## src/rtl/register_file_sb_pkg.sv

```systemverilog
// Shared defaults and address-width helper for the scoreboarded register file.
package register_file_sb_pkg;

  localparam int XLEN_DEFAULT  = 32;
  localparam int NREGS_DEFAULT = 32;

  // Number of address bits needed to index nregs entries (minimum 1).
  function automatic int addr_width(input int nregs);
    int w;
    w = 1;
    for (int i = 1; i < 31; i++) begin
      if ((1 << i) < nregs) w = i + 1;
    end
    return w;
  endfunction

endpackage

```

## src/rtl/regfile_scoreboard.sv

```systemverilog
// Busy-bit scoreboard: one pending flag per register plus a registered count of
// the flags that are set.
module regfile_scoreboard
  import register_file_sb_pkg::*;
#(
  parameter int NREGS    = NREGS_DEFAULT,
  parameter bit ZERO_REG = 1'b1,
  localparam int AW      = addr_width(NREGS)
) (
  input  logic             clk,
  input  logic             rst_n,
  input  logic             set_valid,
  input  logic [AW-1:0]    set_addr,
  input  logic             clr_valid,
  input  logic [AW-1:0]    clr_addr,
  output logic [NREGS-1:0] busy,
  output logic [AW:0]      pending_count
);

  logic [NREGS-1:0] busy_next;
  logic [AW:0]      count_next;

  // The set is applied after the clear so a new producer wins over a retiring one.
  always_comb begin
    busy_next = busy;
    if (clr_valid) busy_next[clr_addr] = 1'b0;
    if (set_valid) busy_next[set_addr] = 1'b1;
    if (ZERO_REG)  busy_next[0]        = 1'b0;
  end

  always_comb begin
    count_next = '0;
    for (int i = 0; i < NREGS; i++) begin
      count_next = count_next + {{AW{1'b0}}, busy_next[i]};
    end
  end

  always_ff @(posedge clk or negedge rst_n) begin
    if (!rst_n) begin
      busy          <= '0;
      pending_count <= '0;
    end else begin
      busy          <= busy_next;
      pending_count <= count_next;
    end
  end

endmodule

```

## src/rtl/register_file_sb.sv

```systemverilog
// Two-read/one-write register file with optional zero register, write-to-read
// forwarding and a busy-bit scoreboard for pending producers.
module register_file_sb
  import register_file_sb_pkg::*;
#(
  parameter int XLEN     = XLEN_DEFAULT,
  parameter int NREGS    = NREGS_DEFAULT,
  parameter bit ZERO_REG = 1'b1,
  parameter bit BYPASS   = 1'b1,
  localparam int AW      = addr_width(NREGS)
) (
  input  logic            clk,
  input  logic            rst_n,
  input  logic [AW-1:0]   readRegister1,
  input  logic [AW-1:0]   readRegister2,
  output logic [XLEN-1:0] readData1,
  output logic [XLEN-1:0] readData2,
  output logic            busy1,
  output logic            busy2,
  input  logic            regWrite,
  input  logic [AW-1:0]   writeRegister,
  input  logic [XLEN-1:0] writeData,
  input  logic            reserveValid,
  input  logic [AW-1:0]   reserveRegister,
  output logic [AW:0]     pendingCount
);

  logic [XLEN-1:0]  regs [NREGS];
  logic [NREGS-1:0] busy;
  logic             write_en;
  logic             hit1;
  logic             hit2;

  assign write_en = regWrite && !(ZERO_REG && (writeRegister == '0));
  assign hit1     = regWrite && (writeRegister == readRegister1);
  assign hit2     = regWrite && (writeRegister == readRegister2);

  always_ff @(posedge clk or negedge rst_n) begin
    if (!rst_n) begin
      for (int i = 0; i < NREGS; i++) regs[i] <= '0;
    end else if (write_en) begin
      regs[writeRegister] <= writeData;
    end
  end

  // Reset gating keeps forwarded write data from leaking out while rst_n is low.
  always_comb begin
    readData1 = regs[readRegister1];
    readData2 = regs[readRegister2];
    if (BYPASS && hit1 && write_en) readData1 = writeData;
    if (BYPASS && hit2 && write_en) readData2 = writeData;
    if (ZERO_REG && (readRegister1 == '0)) readData1 = '0;
    if (ZERO_REG && (readRegister2 == '0)) readData2 = '0;
    if (!rst_n) begin
      readData1 = '0;
      readData2 = '0;
    end
  end

  always_comb begin
    busy1 = busy[readRegister1];
    busy2 = busy[readRegister2];
    if (BYPASS && hit1) busy1 = 1'b0;
    if (BYPASS && hit2) busy2 = 1'b0;
    if (!rst_n) begin
      busy1 = 1'b0;
      busy2 = 1'b0;
    end
  end

  regfile_scoreboard #(
    .NREGS    (NREGS),
    .ZERO_REG (ZERO_REG)
  ) u_scoreboard (
    .clk           (clk),
    .rst_n         (rst_n),
    .set_valid     (reserveValid),
    .set_addr      (reserveRegister),
    .clr_valid     (regWrite),
    .clr_addr      (writeRegister),
    .busy          (busy),
    .pending_count (pendingCount)
  );

endmodule

```

## config.mk

```make
export PLATFORM = sky130hd
export DESIGN_NAME = register_file_sb
export DESIGN_NICKNAME = d
export VERILOG_FILES = /design/src/rtl/register_file_sb_pkg.sv /design/src/rtl/regfile_scoreboard.sv /design/src/rtl/register_file_sb.sv
export SDC_FILE = /design/constraint.sdc
export NUM_CORES = 2
export LEC_CHECK = 0
export CAP_MARGIN = 20
export CORE_MARGIN = 10
export CORE_UTILIZATION = 45
export CTS_BUF_LIST = sky130_fd_sc_hd__clkbuf_4 sky130_fd_sc_hd__clkbuf_8
export CTS_CLUSTER_DIAMETER = 30
export CTS_CLUSTER_SIZE = 25
export DETAILED_ROUTE_END_ITERATION = 6
export PLACE_DENSITY = 0.61
export SYNTH_ARGS = -nofsm -noshare
export SYNTH_HDL_FRONTEND = slang
export SYNTH_SLANG_ARGS = --single-unit
```

## constraint.sdc

```tcl
create_clock -name clk -period 7.1 [get_ports clk]
set_clock_uncertainty 0.15 [all_clocks]
set_input_delay 1.065 -clock clk [delete_from_list [all_inputs] [get_ports clk]]
set_output_delay 1.065 -clock clk [all_outputs]
set_load 0.01 [all_outputs]
```

==> results.md <==
* Status: finished, final reports clean
* Logic gate share of total power at 25.1%
* Synth area leader: dfrtp_1
* Slew headroom at 27.27%
* Static leakage at 29.74 nW
* Ys async rst share at 100.0%
* CP delay by family, top: adder cells
* Final Slew Violations at 0
* Switching power at 6.402 mW
* Placer Congestion at 0.8790
* Ys Warns at 0
* Peak Freq at 0.1595 GHz
* Max-cap viol count at 0
* Cells after Synth at 4133
* Final Hold Vio Count at 0
* Most used routing layer: met2
* GR Overflow Total at 0
* Core area at 0.1280 sq mm
* DP Area at 0.06113 sq mm
* CP max stage cell: clkdlybuf4s50_1
* DR pass1 iterations at 5
* Pwr dens at 332.7 mW/mm^2
* Most frequent cell after synthesis: dfrtp_1
* Hold WS at 0.2416 ns
* Post-Layout Inst Area at 0.06767 sq mm
* CP arrival at 7.01 ns
* Fill cell count at 10870
* Dpl ws at -0.06719 ns
* Sequential power share at 36.1%
* Setup TNS at 0 ns
* Multi-input gate area at 0.02936 sq mm
* Sequential share of the synthesized area at 45.66%
* Tcrit/Tclk final at 88.28%
* Cell Rows at 131
* Clk_lat worst skew at 0.98 ns
* Clock transition at the registers of the reported paths at 0.05 ns
* First-pass GRT wire length at 268.3 mm
* Peak VDD IR at 0.5546 mV
* Maximum number of pins on one net before global-route repair at 155
* Crit-path cells: clkdlybuf4s50_1 -> buf_4 -> nor3_1 -> buf_4 -> nand2_2 -> a22o_1 -> ha_1 -> fa_1 -> inv_1 -> fa_1 -> fa_1 -> inv_1 -> fa_1 -> inv_1 -> fa_1 -> fa_1 -> inv_1 -> ha_1 -> fa_1 -> a21o_1 -> a21oi_1 -> xnor2_1
* Post-CTS Resized at 0
* WL final at 180.7 mm
* Initial antenna violation count at 7
* Starting Density at 45.42%
* Vias in the first global route at 41080
* Crit path top cell by count: fa_1
* # H-tree levels at 5
* Tightest Pin Transition at 1.091 ns
* Root buffer cell: clkbuf_8
* Internal power at 16.11 mW
* Setup-failing EPs final at 0
* P&R area growth vs syn at 16.39%
* Setup bufs post-CTS at 0
* Sw Ratio at 28.44%
* Kind of critical path: primary input to flop
* Synthesized area per cell at 14.07 sq um
* Crit start category: primary input
* DIE WIDTH at 379.5 um
* Wire per inst at 29.16 um
* Routed Antenna Nets at 0
* M1 GR Usage at 33.41%
* Initial drt markers at 3071
* IO Count at 128
* Worst setup margin at 0.8323 ns
* Nets@finish at 4348
* Register bit total from synthesis at 1061
* CP Capture Type: flop
* Vias per cell at 6.312
* Die area at 0.1440 sq mm
* Clock group share of total power at 38.9%
* Layout cells sized above 1 at 47.27%
* Port bufs at 127
* Syn nets at 4221
* # clock sinks at 1061
* Top-area cell type share of the netlist area at 45.66%
* Via count at 39110
* Slowest stage delay, CP at 0.58 ns
* Worst Path Required at 7.85 ns
* Crit path time final at 6.268 ns
* Crit path buf inv count at 7
* Post-synth EDFFs at 0
* DR DRC count at 0
* Cell variety after synth at 49
* Top FF cell, synth: dfrtp_1
* Total GRT Usage at 25.05%
* Cell Area, Synth at 0.05814 sq mm
* Clock buffer count from CTS at 285
* RSZ-0062 raised after global routing: false
* Most frequent cells after synthesis: 1061 x dfrtp_1, 994 x mux2_2, 394 x mux4_2
* Worst hold path class: flop to flop
* CTS tree: built
* Longest Clk Path Bufs at 4
* Register Area at 0.02655 sq mm
* Hold_buf cts at 1
* Post-DP HPWL at 97.85 mm
* Synth area leaders: dfrtp_1 46%, mux2_2 19%, mux4_2 15%
* Met3 usage at 5.351%
* Crit-path max FO at 7
* M2 GR Usage at 39.30%
* Die Ht at 379.5 um
## registers in the layout, indices dropped and copies added, names as in the netlist
register / count
u_scoreboard.pending_count: 6
u_scoreboard.busy: 31
regs: 1024
## cells in the final DEF, fill, tap and decap left out, types with 4 or more instances in the layout
cell type        count
a22o_1              19
fa_1                23
clkinv_4             5
buf_12              22
mux2i_1            264
nor3b_1              5
nor2_1               7
inv_1               50
nor2_4               6
clkinv_2            44
dfrtp_1           1061
ha_1                 9
buf_16               5
clkbuf_8           340
buf_4              145
o21bai_1            66
a31oi_1             68
a21oi_1             66
clkdlybuf4s50_1    118
a211oi_1            66
buf_8                6
a221oi_1           132
and3b_1              5
xnor2_1             12
mux2_2             994
and3_1               4
nand2_2             24
bufinv_16           28
inv_6                4
nor2b_1             66
a221o_1             64
clkinvlp_4          13
diode_2              4
clkbuf_4            59
a22oi_1             73
nand2_1            146
mux4_2             394
o21ai_0              4
## worst register-to-register path, delay by kind of cell, from the launching register on
family / cells / cell delay (ns)
compound gates: 3 / 0.60
fa+ha+maj: 9 / 3.87
xor+xnor: 1 / 0.14
flops: 1 / 0.41
buf+inv: 4 / 0.19
## final cells by class
cell class,count,area share [%]
antenna,4,0.01479
clock buffer,397,7.529
clock inverter,92,1.803
inverter,54,0.3143
multi-input combinational,2554,43.39
sequential,1061,39.23
tap,1729,3.197
timing repair buffer,304,4.522
## cell families after synthesis
family          count (synthesis)  synth area share (%)
xor+xnor                       13                0.1958
buf+inv                       518                 4.153
fa+ha+maj                      32                0.9856
compound gates                572                 7.601
simple gates                  285                 2.343
mux                          1652                 39.06
flops                        1061                 45.66
## worst paths after layout
kind	from	end	slack [ns]	cells past startpoint
min in group asynchronous	rst_n	regs[89]$_DFFE_PN0P_	0.50	2
max reg2reg	u_scoreboard.busy[1]$_DFF_PN0_	u_scoreboard.pending_count[4]$_DFF_PN0_	1.69	17
max	writeRegister[2]	u_scoreboard.pending_count[4]$_DFF_PN0_	0.83	22
min reg2reg	regs[1014]$_DFFE_PN0P_	regs[1014]$_DFFE_PN0P_	0.24	0
min	regs[1014]$_DFFE_PN0P_	regs[1014]$_DFFE_PN0P_	0.24	0
max in group asynchronous	rst_n	regs[867]$_DFFE_PN0P_	3.13	5
## power groups by stage
stage               clock network (mW)  logic [mW]  registers, mW
floorplan                            0        4.29           7.91
global placement                     0        5.60           8.11
detailed placement                   0        5.69           8.17
CTS                               8.93        5.68           8.09
global route                      9.26        6.32           8.26
finish                            8.75        5.64           8.12
## metal layers
| layer | part of all wire, % | up-vias |
|---|---|---|
| met1 | 42 | 20880 |
| met4 | 4.2 | 2 |
| met3 | 6.9 | 424 |
| li1 | - | 16290 |
| met5 | 0.017 | - |
| met2 | 47 | 1509 |
## per-stage QoR
step / std cells / utilization (%) / total power, mW
after floorplan: 4133 / - / 12.20
after global placement: 5692 / 47.74 / 13.71
after detailed placement: 5693 / 47.75 / 13.86
after CTS: 6183 / 52.69 / 22.70
after global routing: 6193 / 52.86 / 23.84
final: 6195 / 52.87 / 22.51
No activity file was read; power rests on OpenSTA's default activity.
